### src/rtl/ltssm_pkg.sv
// Shared LTSSM receive-side constants, TS type and state encodings.
// Symbol index constants locate fields inside a 16-symbol TS word.
package ltssm_pkg;

  localparam logic [7:0] COM_SYM = 8'hBC;
  localparam logic [7:0] TS1_ID  = 8'h4A;
  localparam logic [7:0] TS2_ID  = 8'h45;
  localparam logic [7:0] PAD_SYM = 8'hF7;

  typedef enum logic [1:0] {
    NONE = 2'd0,
    TS1  = 2'd1,
    TS2  = 2'd2
  } ts_type_t;

  localparam logic [1:0] ST_IDLE  = 2'd0;
  localparam logic [1:0] ST_ACCUM = 2'd1;
  localparam logic [1:0] ST_QUAL  = 2'd2;

  localparam int LINK = 1;
  localparam int LANE = 2;
  localparam int NFTS = 3;
  localparam int RATE = 4;
  localparam int CTRL = 5;

  // body holds symbols 1..15; symbol k sits at bits [8(k-1)+7:8(k-1)]
  function automatic logic [7:0] sym_of(
    input logic [119:0] body,
    input int           k
  );
    return body[8*(k-1) +: 8];
  endfunction

endpackage

### src/rtl/ts_decode.sv
// Combinational TS word decoder: framing check, TS1/TS2 type, body.
// Ports: ts_i (128b word) -> well_formed, ts_type, body (symbols 1..15).
module ts_decode
  import ltssm_pkg::*;
(
  input  logic [127:0] ts_i,
  output logic         well_formed,
  output ts_type_t     ts_type,
  output logic [119:0] body
);

  logic all_ts1;
  logic all_ts2;

  always_comb begin
    all_ts1 = 1'b1;
    all_ts2 = 1'b1;
    for (int k = 6; k < 16; k++) begin
      all_ts1 &= (ts_i[8*k +: 8] == TS1_ID);
      all_ts2 &= (ts_i[8*k +: 8] == TS2_ID);
    end
  end

  always_comb begin
    ts_type = NONE;
    unique case (1'b1)
      all_ts1: ts_type = TS1;
      all_ts2: ts_type = TS2;
      default: ts_type = NONE;
    endcase
  end

  assign body = ts_i[127:8];

  assign well_formed = (ts_i[7:0] == COM_SYM)
                     && (all_ts1 || all_ts2);

endmodule

### src/rtl/ts_rx_qualifier.sv
// Per-lane TS receive qualifier: counts consecutive identical TS1/TS2.
// Ports: ts_i/ts_i_vld/clr in; type, count, qual flags, fields, err out.
module ts_rx_qualifier
  import ltssm_pkg::*;
#(
  parameter int MATCH_CNT = 8,
  parameter int GAP_MAX   = 64,
  parameter int CNT_W     = 4
) (
  input  logic             clk,
  input  logic             rst,
  input  logic [127:0]     ts_i,
  input  logic             ts_i_vld,
  input  logic             clr,
  output logic [1:0]       ts_type,
  output logic [CNT_W-1:0] ts_cnt,
  output logic             ts1_qual,
  output logic             ts2_qual,
  output logic [7:0]       rx_link_num,
  output logic [7:0]       rx_lane_num,
  output logic [7:0]       rx_ctrl,
  output logic             link_pad,
  output logic             lane_pad,
  output logic             ts_err
);

  localparam int GAP_W = $clog2(GAP_MAX + 1);
  localparam logic [CNT_W-1:0] MATCH_V =
    CNT_W'(MATCH_CNT);
  localparam logic [GAP_W-1:0] GAP_LAST =
    GAP_W'(GAP_MAX - 1);

  logic         dec_wf;
  ts_type_t     dec_type;
  logic [119:0] dec_body;

  ts_decode u_dec (
    .ts_i        (ts_i),
    .well_formed (dec_wf),
    .ts_type     (dec_type),
    .body        (dec_body)
  );

  logic [1:0]       state_q, state_d;
  logic [119:0]     ref_q, ref_d;
  logic [CNT_W-1:0] cnt_q, cnt_d;
  logic [GAP_W-1:0] gap_q, gap_d;
  ts_type_t         type_q, type_d;
  logic             q1_q, q1_d;
  logic             q2_q, q2_d;
  logic             lpad_q, lpad_d;
  logic             npad_q, npad_d;
  logic             err_q, err_d;

  always_comb begin
    state_d = state_q;
    ref_d   = ref_q;
    cnt_d   = cnt_q;
    gap_d   = gap_q;
    type_d  = type_q;
    err_d   = 1'b0;
    if (clr) begin
      state_d = ST_IDLE;
      ref_d   = '0;
      cnt_d   = '0;
      gap_d   = '0;
      type_d  = NONE;
    end else if (ts_i_vld) begin
      gap_d = '0;
      if (!dec_wf) begin
        err_d   = 1'b1;
        state_d = ST_IDLE;
        ref_d   = '0;
        cnt_d   = '0;
        type_d  = NONE;
      end else begin
        // a new run starts on the first word or any body change
        if (state_q == ST_IDLE || dec_body != ref_q) begin
          ref_d  = dec_body;
          cnt_d  = CNT_W'(1);
          type_d = dec_type;
        end else if (cnt_q != '1) begin
          cnt_d = cnt_q + 1'b1;
        end
        state_d = (cnt_d >= MATCH_V) ? ST_QUAL : ST_ACCUM;
      end
    end else if (state_q != ST_IDLE) begin
      if (gap_q == GAP_LAST) begin
        state_d = ST_IDLE;
        ref_d   = '0;
        cnt_d   = '0;
        gap_d   = '0;
        type_d  = NONE;
      end else begin
        gap_d = gap_q + 1'b1;
      end
    end
    q1_d   = (state_d == ST_QUAL) && (type_d == TS1);
    q2_d   = (state_d == ST_QUAL) && (type_d == TS2);
    lpad_d = sym_of(ref_d, LINK) == PAD_SYM;
    npad_d = sym_of(ref_d, LANE) == PAD_SYM;
  end

  always_ff @(posedge clk or posedge rst) begin
    if (rst) begin
      state_q <= ST_IDLE;
      ref_q   <= '0;
      cnt_q   <= '0;
      gap_q   <= '0;
      type_q  <= NONE;
      q1_q    <= 1'b0;
      q2_q    <= 1'b0;
      lpad_q  <= 1'b0;
      npad_q  <= 1'b0;
      err_q   <= 1'b0;
    end else begin
      state_q <= state_d;
      ref_q   <= ref_d;
      cnt_q   <= cnt_d;
      gap_q   <= gap_d;
      type_q  <= type_d;
      q1_q    <= q1_d;
      q2_q    <= q2_d;
      lpad_q  <= lpad_d;
      npad_q  <= npad_d;
      err_q   <= err_d;
    end
  end

  assign ts_type     = type_q;
  assign ts_cnt      = cnt_q;
  assign ts1_qual    = q1_q;
  assign ts2_qual    = q2_q;
  assign rx_link_num = sym_of(ref_q, LINK);
  assign rx_lane_num = sym_of(ref_q, LANE);
  assign rx_ctrl     = sym_of(ref_q, CTRL);
  assign link_pad    = lpad_q;
  assign lane_pad    = npad_q;
  assign ts_err      = err_q;

endmodule

### config.mk
export PLATFORM = sky130hd
export DESIGN_NAME = ts_rx_qualifier
export DESIGN_NICKNAME = d
export VERILOG_FILES = /design/src/rtl/ltssm_pkg.sv /design/src/rtl/ts_decode.sv /design/src/rtl/ts_rx_qualifier.sv
export SDC_FILE = /design/constraint.sdc
export NUM_CORES = 1
export LEC_CHECK = 0
export ABC_AREA = 1
export CAP_MARGIN = 5
export CORE_ASPECT_RATIO = 0.9
export CORE_MARGIN = 5
export CORE_UTILIZATION = 43
export CTS_BUF_LIST = sky130_fd_sc_hd__clkbuf_8
export DETAILED_ROUTE_END_ITERATION = 8
export PLACE_DENSITY = 0.69
export SETUP_SLACK_MARGIN = 0.4
export SKIP_CTS_REPAIR_TIMING = 1
export SLEW_MARGIN = 20
export SYNTH_ARGS = -nofsm -noshare
export SYNTH_HDL_FRONTEND = slang
export SYNTH_SLANG_ARGS = --single-unit
### constraint.sdc
create_clock -name clk -period 13.1 [get_ports clk]
set_input_delay 2.62 -clock clk [delete_from_list [all_inputs] [get_ports clk]]
set_output_delay 2.62 -clock clk [all_outputs]
set_load 0.02 [all_outputs]
== Word level (Yosys, flattened, before mapping) ==
Index checks and enable logic that the tools add are counted.
W data, S select, Z words.
Word-level totals
  memories kept: 0
  word-level logic and storage cells: 109
  bits in writable memories: 0
  output and inout bits: 35
  bits in latches: 0
  memory bits (read-only): 0
  bits in registers: 140
Operators by class
  magnitude comparators: 1
  multiply operators: 0
  reductions and logical operators: 11
  equal/unequal tests: 30
  bitwise operators: 18
  muxes and demuxes: 36
  div/mod/pow operators: 0
  add/sub/neg operators: 2
  shift operators: 0
Operator list (number)
  $mux W120: 6
  $eq A8 B7 Y1 const B: 20
  $ne A120 B120 Y1: 1
  $mux W4: 10
  $mux W7: 4
  $eq A8 B8 Y1 const B: 3
  $mux W2: 12
  $and A1 B1 Y1: 18
  $add A7 B1 Y7 const B: 1
  $eq A7 B6 Y1 const B: 1
  $reduce_bool A3 Y1: 2
  $add A4 B1 Y4 const B: 1
  $eq A2 B2 Y1 const B: 2
  $ge A4 B4 Y1 const B: 1
  $ne A4 B3 Y1 const B: 1
  $ne A4 B4 Y1 const B: 1
  $pmux W2 S2: 1
  $logic_and A1 B1 Y1: 3
  $mux W1: 3
  $reduce_and A3 Y1: 1
  $eq A2 B1 Y1 const B: 1
  $logic_not A2 Y1: 1
  $logic_or A1 B1 Y1: 2
  $reduce_and A2 Y1: 1
  $reduce_bool A2 Y1: 1

== Longest topological paths before layout ==
Gate-level depths: netlist of run 1.
  depth after elaboration: 22
  depth in mapped cells: 17
  gate-level depth less buffers: 17

== By module ==
Synthesis of run 1 repeated with hierarchy kept, for this count alone.
Unflattened totals
  cell total of the unflattened synthesis: 1772
  area, all modules: 11119.4 um^2
Modules (own cells, without submodules)
  ts_rx_qualifier: area each 9661.8 um^2, times used 1, cells an instance 1514, seq. area each 3503.4 um^2
  ts_decode: area each 1457.6 um^2, times used 1, cells an instance 258, seq. area each 0.0 um^2

== Worst setup path before layout of run 1 ==
No wires, ideal clock.
  path kind: input-to-reg
  from: input port ts_i[87]
  to: register ref_q[119]
  path slack: 8.985 ns
  stages: 13
  buffers on the path: 2
  arrival: 4.047 ns
  path through: inv_1 -> nand2_1 -> nor3_2 -> nand2_1 -> nor3_2 -> nand3_1 -> nand2_2 -> nand2_4 -> nor2_8 -> a21oi_4 -> buf_6 -> buf_8 -> nor2_4
On the way
  longest elaborated chain between the ends: 12
Ends and longest elaborated chain
  start: declaration: line ts_rx_qualifier.sv:12  | input logic [127:0] ts_i,
  $eq A8 B7 Y1 (on tied branches): line ts_decode.sv:19, ts_decode.sv:20
  $and A1 B1 Y1 (on tied branches) (6 in a row): line ts_decode.sv:19, ts_decode.sv:20
  $logic_or A1 B1 Y1: line ts_decode.sv:36  | && (all_ts1 || all_ts2);
  $logic_and A1 B1 Y1: line ts_decode.sv:36
  $mux W120: line ts_rx_qualifier.sv:70  | if (!dec_wf) begin
  $mux W120: line ts_rx_qualifier.sv:68  | end else if (ts_i_vld) begin
  $mux W120: line ts_rx_qualifier.sv:62  | if (clr) begin
  end signal: assignment: line ts_rx_qualifier.sv:118  | ref_q <= ref_d;
  end: declaration: line ts_rx_qualifier.sv:45  | logic [119:0] ref_q, ref_d;
Several ways; a longest one is shown, not always the timed one.
A chain may end at the register's enable or synchronous reset.

== Worst setup path after layout of run 1 ==
  from: input port ts_i[63]
  to: register ref_q[70]
On the way
  longest elaborated chain between the ends: 15
Ends and longest elaborated chain (line)
  $eq A8 B7 Y1 (on tied branches): ts_decode.sv:19, ts_decode.sv:20
  $and A1 B1 Y1 (on tied branches) (9 in a row): ts_decode.sv:19, ts_decode.sv:20
  $logic_or A1 B1 Y1: ts_decode.sv:36
  $logic_and A1 B1 Y1: ts_decode.sv:36
  $mux W120: ts_rx_qualifier.sv:70
  $mux W120: ts_rx_qualifier.sv:68
  $mux W120: ts_rx_qualifier.sv:62
Several ways; a longest one is shown, not always the timed one.

==> results.tsv, run 1 <==
metric	value	unit
distinct cell type count after synthesis	36	
DRC	0	
hold crit path type	reg -> reg	
Initial Util	0.440	
Post-synth EDFFs	0	
largest net degree at the start of global routing	82	
Finished Core Util	0.552	
fillers	1761	
Yosys top cell area share	0.429	
WL final	24.6	mm
# H-tree levels	4	
num rows	47	
Internal	671	uW
cell taking the most area after synthesis	dfrtp_1	
Leak	0.00503	uW
Die H	141	um
routed wl met2	11.2	mm
ys flop type	dfrtp_1	
vias in the first global route	7160	
detailed placement HPWL	19.0	mm
Synthesized Nets	1283	
most frequent cell after synthesis	nand2_1	
fin. max-slew vios	0	
antenna cells	0	
CTS tree	done	
nets@finish	1425	
layout cells sized above 1	0.0469	
Arr. time, crit path	5880	ps
total die area	21800	sq um
Placer Congestion	0.892	
setup TNS	0	ps
first-pass GRT wire length	38.3	mm
routed via count	7403	
Setup CP Type	in -> reg	
Flop pwr share	0.478	
I/O Pins	167	
Crit. End Element	flop	
area post-placement	9840	sq um
top post-synthesis cells by area	dfrtp_1 43%, nand2_1 19%, inv_1 9.0%	
crit share post-route	0.426	
worst hold start	ref_q[80]	
Die Wd	155	um
most frequent cells after synthesis	405 x nand2_1, 195 x inv_1, 140 x dfrtp_1	
Via density	4.79	
Worst-Skew Late Latency	450	ps
Least-Margin Pin Slew	1010	ps
Setup Skew	11.8	ps
Syn Area/Cell	7.10	sq um
# port buffers	166	
Mapped Area	8160	sq um
worst path required time	13390	ps
Initial DRC Count	607	
combinational power share	0.135	
VDD IR max	0.0614	mV
Clock Path Buffers	2	
Critical path origin	ts_i[63]	
setup violators final	0	
Seq cells post-synth	140	
Root Driver	clkbuf_8	
Clk pwr share	0.387	
status	completed	
Final Hold Viols	0	
initial antenna violation count	0	
f_max	179	MHz
Area growth, synth to finish	25.3	%
metal1 wirelength	11.0	mm
Yosys warnings	0	
clk sink count	140	
P_sw	235	uW
ys async rst share	1.00	
critical path peak fanout	39	
critical path startpoint category	input pin	
drt wl/cell	15.9	um
fraction of power spent switching nets	0.259	
Post-DRT Antenna Nets	0	
total core area	18500	sq um
Slew headroom	0.325	
Worst R2R Start	gap_q[0]	
max cap viols	0	
total CTS buffers	17	
PwrDens	88.6	nW/um^2
unrepaired setup endpoints after global routing	false	
post-route cell area	10200	sq um
Total GRT Usage	0.227	
register area share after synthesis	0.429	
met3 WL	2.07	mm
Remaining Overflow, GRT	0	
highest metal used	met4	
clock-pin slew on the worst setup and hold paths	80	ps
min cycle time layout	5580	ps
Cells after Synth	1149	
DR pass1 iterations	7	
## sequential cells by signal, indices dropped and copies added (netlist names)
signal / count
ts_cnt: 4
lane_pad: 1
state_q: 2
ref_q: 120
link_pad: 1
ts2_qual: 1
ts_type: 2
ts1_qual: 1
ts_err: 1
gap_q: 7
## critical path, stage by stage
cell	delay, ps
clkdlybuf4s50_1	530
inv_1	60
nand2_1	90
nor2_1	60
nor2b_1	120
nand2_1	80
nor2_1	40
nand3_1	120
nand2_2	290
nand2_4	190
nor2_8	60
a21oi_4	800
buf_4	640
o21ai_0	150
## power by group through the flow
stage | clock (uW) | combinational, uW | sequential [uW]
after floorplan | 0 | 51.5 | 442
after global placement | 0 | 121 | 442
after detailed placement | 0 | 122 | 442
after CTS | 356 | 122 | 433
after global routing | 377 | 133 | 433
final | 350 | 122 | 433
## kinds of logic (layout without fill, tap and decap cells)
group	after synthesis	after routing	share of synthesized area
fa+ha+maj	2	2	0.00307
buf+inv	248	400	0.132
flops	140	140	0.429
compound gates	62	62	0.0420
simple gates	638	638	0.330
xor+xnor	59	59	0.0633
## metal layers
layer  global-route usage  vias to the layer above
met1                0.318                     3411
met3               0.0524                       20
li1                     -                     3712
met2                0.361                      260
met4               0.0497                        0
met5                    0                        -
## cell usage in the layout (no fill, tap or decap), types with 2 or more instances in the layout
cell type,n
clkbuf_8,21
clkinvlp_4,3
nand2_1,405
buf_4,3
o22ai_1,15
clkdlybuf4s50_1,166
nor2_4,10
inv_1,196
nor2_1,133
o21ai_0,31
nand2_2,2
bufinv_16,2
dfrtp_1,140
nand3_1,37
or2_2,2
ha_1,2
a21oi_1,7
inv_2,5
xor2_1,4
o21ai_1,7
xnor2_1,55
nor3_1,4
nor2_2,3
nand4_1,31
nor3_2,3
nor3b_1,2
## path summary, 6_finish.rpt
| kind | end | slack [ps] | cells after the start |
|---|---|---|---|
| worst min-delay path | ref_q[80] | 490 | 2 |
| worst max register to register | ref_q[67] | 9260 | 13 |
| min in group asynchronous | ref_q[34] | 2690 | 2 |
| max in group asynchronous | ref_q[47] | 9080 | 3 |
| worst min register to register | ref_q[80] | 490 | 2 |
| worst max-delay path | ref_q[70] | 7520 | 14 |
## area by class of cell
type	instances	area (sq um)	share of cell area
inverters	202	766	0.0749
repair buffers	169	1680	0.165
flip-flops and latches	140	3500	0.343
clock inverters	8	95.1	0.00930
well taps	245	307	0.0300
clock buffers	21	289	0.0283
multi-input cells	761	3580	0.350
## stage by stage
step / cells / setup slack, ps / hold WS [ps] / total power [uW]
final: 1546 / 7520 / 495 / 906
after global routing: 1546 / 7350 / 510 / 943
after CTS: 1546 / 7550 / 493 / 911
after detailed placement: 1517 / 7060 / 476 / 563
after global placement: 1517 / 7120 / 472 / 563
after floorplan: 1149 / 6730 / 459 / 494
(Power assumes the default switching activity.)
==> inputs of run 2 (changes only) <==
Clock period 13.1 ns to 5.67 ns, I/O delays scaled along.
==> run 2 against run 1 <==
Final area rose by 1.2%. Core utilization up 0.68 points. Clock skew shrank 0.76 ps.
==> results.tsv, run 2 (synthesis results as in run 1) <==
metric	value	unit	change
Final Instance Count excl. Fillers	1553		+0.45%
f_max	264	MHz	
DR pass1 iterations	5		-2
Initial DRC Count	568		-6.4%
Least-Margin Pin Slew	966	ps	-44.4 ps
Crit. End Element	flop		
commonest non-fill, non-tap cell in the layout	nand2_1		
CTS tree	done		
# H-tree levels	4		unchanged
Die Wd	155	um	unchanged
total core area	18500	sq um	unchanged
hold crit path type	reg -> reg		
WL final	25.0	mm	+1.4%
Initial Util	0.440		unchanged
crit share post-route	0.669		
global route hottest layer	met2		
setup violators final	0		unchanged
detailed placement HPWL	19.2	mm	+1.2%
max cap viols	0		unchanged
Final Hold Viols	0		unchanged
nets@finish	1429		+0.28%
unrepaired setup endpoints after global routing	false		
Post-DRT Antenna Nets	0		unchanged
DRC	0		unchanged
CP Depth	14		unchanged
slowest stage delay, CP	760	ps	-40 ps
largest net degree at the start of global routing	82		unchanged
critical path startpoint category	input pin		
clock-pin slew on the worst setup and hold paths	80	ps	about the same
Leak	0.00508	uW	+1.1%
Setup CP Type	in -> reg		
total die area	21800	sq um	unchanged
fin. max-slew vios	0		unchanged
Clock Path Buffers	2		unchanged
fillers	1741		-1.1%
Remaining Overflow, GRT	0		unchanged
FF+latch area	3500	sq um	unchanged
Die H	141	um	unchanged
Total GRT Usage	0.229		+0.00161
first-pass GRT wire length	38.4	mm	+0.38%
Multi-input gate area	3580	sq um	unchanged
Worst-Skew Late Latency	470	ps	+20 ps
most frequent cells in the layout	405 x nand2_1, 195 x inv_1, 166 x clkdlybuf4s50_1		
slowest CP cell	buf_4		
total CTS buffers	17		unchanged
Slew headroom	0.356		+0.0311
Largest Register	ref_q		
Via density	4.80		+0.22%
cells on worst reg2reg path	14		+1
drt wl/cell	16.1	um	+0.92%
Setup Skew	11.1	ps	-0.758 ps
VDD IR max	0.131	mV	+110%
GR Util met3	0.0742		+0.0218
worst path required time	5970	ps	-7420 ps
number of flip-flops in the largest register	120		unchanged
vias in the first global route	7130		-0.42%
setup TNS	0	ps	unchanged
Placed Cells	1521		+0.26%
worst path bufs/invs	3		unchanged
# port buffers	166		unchanged
grt met1 use	0.317		-0.00101
crit-path cells	clkdlybuf4s50_1, inv_1, nand2_1, nor2_1, nor2b_1, nand2_1, nor2_1, nand3_1, nand2_2, nand2_4, nor2_8, a21oi_4, buf_4, o21ai_0		
layout cells sized above 1	0.0528		+0.00587
Placer Congestion	0.929		+4.2%
Arr. time, crit path	4090	ps	-1790 ps
Hold Path Stages	2		unchanged
Root Driver	clkbuf_8		
GR Util met2	0.342		-0.0185
routed via count	7453		+0.68%
num rows	47		unchanged
I/O Pins	167		unchanged
critical path peak fanout	69		+77%
PwrDens	220	nW/um^2	+150%
initial antenna violation count	1		+1
Area growth, synth to finish	26.8	%	
Largest delay share family, worst path	buffers and inverters		
antenna cells	0		unchanged
min cycle time layout	3790	ps	
clk sink count	140		unchanged
status	completed		
-- run 2: cell count changes in the layout (fill, tap and decap cells not counted), sizes merged --
cell      change
clkbuf        -4
bufinv        +4
inv           +1
clkinvlp      +1
buf           +4
clkinv        +1
-- run 2: where the power goes --
part | leakage (uW) | total, uW | internal (uW) | switching (uW)
combinational | 0.00290 | 287 | 126 | 161
sequential | 0.00195 | 1000 | 999 | 1.54
clock | 0.000230 | 987 | 568 | 419
total | 0.00508 | 2270 | 1690 | 581
-- run 2: worst paths after layout --
| check | start | end | slack, ps |
|---|---|---|---|
| max in group asynchronous | rst | link_pad | 3540 |
| worst max-delay path | ts_i[63] | ref_q[105] | 1880 |
| min in group asynchronous | rst | ref_q[79] | 1190 |
| worst max register to register | gap_q[0] | ref_q[50] | 2630 |
| worst min-delay path | ref_q[16] | ref_q[16] | 500 |
| worst min register to register | ref_q[16] | ref_q[16] | 500 |
-- run 2: worst register-to-register path, delay by kind of cell (launching register included) --
family,cells,cell delay [ps]
adders and majority gates,1,190
AOI/OAI and AO/OA,2,450
and+or+nand+nor,8,1540
buffers and inverters,3,370
DFF,1,400
-- run 2: stage by stage --
stage	setup slack (ps)	cell area [sq um]	util	hold WS [ps]	total power, uW
6_report	1880	10300	0.559	495	2270
3_5_place_dp	1500	9870	0.533	476	1310
2_1_floorplan	783	8160	-	459	1140
3_3_place_gp	1440	9870	0.533	473	1310
4_1_cts	1960	10300	0.559	495	2280
5_1_grt	1640	10300	0.559	513	2350
-- run 2: area by class of cell --
class / instances / share of cell area
Clock buffer: 17 / 0.0226
Clock inverter: 15 / 0.0237
Inverter: 202 / 0.0740
Multi-Input combinational cell: 761 / 0.346
Sequential cell: 140 / 0.339
Tap cell: 245 / 0.0296
Timing Repair Buffer: 173 / 0.166
-- run 2: per-layer routing --
layer	vias to the layer above	part of all wire
li1	3729	-
met4	2	0.020
met3	36	0.089
met2	249	0.44
met1	3437	0.45
met5	-	0.00052
==> inputs of run 3 (changes only) <==
Settings changed: PLACE_DENSITY 0.69 to 0.71.
Clock period 5.67 ns to 3.21 ns, I/O delays scaled along.
==> run 3 against run 2 <==
Setup slack worse by 1200 ps. Cell count up 0.90%. Clock power increased by 63%. Register-to-register slack lost 1900 ps. Sequential cell count unchanged. Hold slack improved by 2.4 ps. Via count is 1.9% higher. Critical path depth decreased by 1. Power is 71% higher. Largest cell class unchanged. Largest power group unchanged. Sequential power increased by 77%. Routed wire length grew 0.36%.
==> results.tsv, run 3 (synthesis results as in run 1) <==
metric	value	unit	change
clock-pin slew on the worst setup and hold paths	80	ps	about the same
Clock Path Buffers	2		unchanged
Root Driver	clkbuf_8		
largest net degree at the start of global routing	141		+72%
Initial Util	0.440		unchanged
vias in the first global route	7349		+3.1%
worst path required time	3590	ps	-2380 ps
R2R Setup Slk	730	ps	-1900 ps
detailed placement HPWL	19.1	mm	-0.18%
Die H	141	um	unchanged
PwrDens	371	nW/um^2	+69%
VDD IR max	0.267	mV	+100%
antenna cells	0		unchanged
DR pass1 iterations	5		unchanged
min cycle time layout	2570	ps	
unrepaired setup endpoints after global routing	false		
CTS tree	done		
max cap viols	0		unchanged
setup TNS	0	ps	unchanged
DRC	0		unchanged
Slew headroom	0.427		+0.0713
total core area	18500	sq um	unchanged
r2r endpoint	ref_q[19]		
total die area	21800	sq um	unchanged
I/O Pins	167		unchanged
drt wl/cell	16.0	um	-0.54%
Critical path origin	ts_i[71]		
fin. max-slew vios	0		unchanged
Area growth, synth to finish	28.4	%	
Setup Skew	16.7	ps	+5.58 ps
Crit. End Element	flop		
num rows	47		unchanged
Largest Register	ref_q		
Placed Cells	1535		+0.92%
nets@finish	1443		+0.98%
f_max	389	MHz	
routed via count	7596		+1.9%
Worst R2R Start	gap_q[0]		
clk sink count	140		unchanged
GR Util met2	0.351		+0.00869
total CTS buffers	17		unchanged
# H-tree levels	4		unchanged
Die Wd	155	um	unchanged
Placer Congestion	0.924		-0.55%
GR Util met3	0.0539		-0.0202
WL final	25.1	mm	+0.36%
grt met1 use	0.328		+0.0107
cells on worst reg2reg path	12		-2
global route hottest layer	met2		
crit-path cells	clkdlybuf4s50_1, xnor2_1, nand2_1, nor2_1, nand2_1, nor2_1, nand2_1, nor2_1, nand2_2, inv_2, a21oi_4, buf_12, o21ai_0		
Setup CP Type	in -> reg		
Final Hold Slack	498	ps	+2.38 ps
first-pass GRT wire length	39.0	mm	+1.5%
Largest delay share family, worst path	simple AND/OR/NAND/NOR gates		
Leak	0.00519	uW	+2.1%
Final Hold Viols	0		unchanged
Remaining Overflow, GRT	0		unchanged
critical path startpoint category	input pin		
initial antenna violation count	0		-1
commonest non-fill, non-tap cell in the layout	nand2_1		
Total GRT Usage	0.231		+0.00229
most frequent cells in the layout	403 x nand2_1, 197 x inv_1, 165 x clkdlybuf4s50_1		
# port buffers	166		unchanged
hold crit path type	reg -> reg		
Least-Margin Pin Slew	859	ps	-107 ps
setup violators final	0		unchanged
CP Depth	13		-1
slowest stage delay, CP	520	ps	-240 ps
status	completed		
worst path bufs/invs	3		unchanged
number of flip-flops in the largest register	120		unchanged
slowest CP cell	clkdlybuf4s50_1		
Final Instance Count excl. Fillers	1567		+0.90%
worst slack, placed	24.7	ps	-1470 ps
layout cells sized above 1	0.0628		+0.0100
Via density	4.85		+1.0%
crit share post-route	0.800		
critical path peak fanout	69		unchanged
Post-DRT Antenna Nets	0		unchanged
Initial DRC Count	661		+16%
worst setup margin	642	ps	-1230 ps
Arr. time, crit path	2950	ps	-1140 ps
crit path to	ref_q[65]		
Worst-Skew Late Latency	470	ps	about the same
## run 3: how the worst min path moves through the flow
stage | startpoint | to | slack, ps | cells after the start
6_report | ref_q[43] | ref_q[43] | 500 | 2
5_1_grt | ref_q[90] | ref_q[90] | 520 | 2
4_1_cts | ref_q[40] | ref_q[40] | 500 | 2
3_5_place_dp | ref_q[40] | ref_q[40] | 480 | 2
3_3_place_gp | ref_q[16] | ref_q[16] | 470 | 2
2_1_floorplan | ref_q[46] | ref_q[46] | 460 | 2
## run 3: through the flow
| step | util | area [sq um] | total power, uW |
|---|---|---|---|
| floorplan | - | 8160 | 2020 |
| global placement | 0.541 | 10000 | 2310 |
| detailed placement | 0.541 | 10000 | 2320 |
| CTS | 0.564 | 10500 | 3900 |
| global route | 0.566 | 10500 | 4030 |
| finish | 0.566 | 10500 | 3890 |
## run 3: layout make-up
| cell class | count | area (sq um) |
|---|---|---|
| repair buffers | 187 | 1870 |
| flip-flops and latches | 140 | 3500 |
| well taps | 245 | 307 |
| clock inverters | 13 | 174 |
| inverters | 202 | 767 |
| clock buffers | 19 | 262 |
| fillers | 1750 | 8050 |
| multi-input cells | 761 | 3590 |
## run 3: per-layer routing
layer	share of wire	wire length (um)	vias to the layer above
met1	0.45	11300	3535
met3	0.080	2010	32
li1	-	-	3746
met5	0	0	-
met4	0.022	545	0
met2	0.45	11200	283
## run 3: where the power goes
group	internal (uW)	switching (uW)
clock network	880	725
logic	232	286
registers	1760	2.68
total	2880	1010
## run 3: tightest hold or removal path, stage by stage, from the launching register on
cell	delay (ps)
dfrtp_1	370
nand2_1	60
nand2_1	50
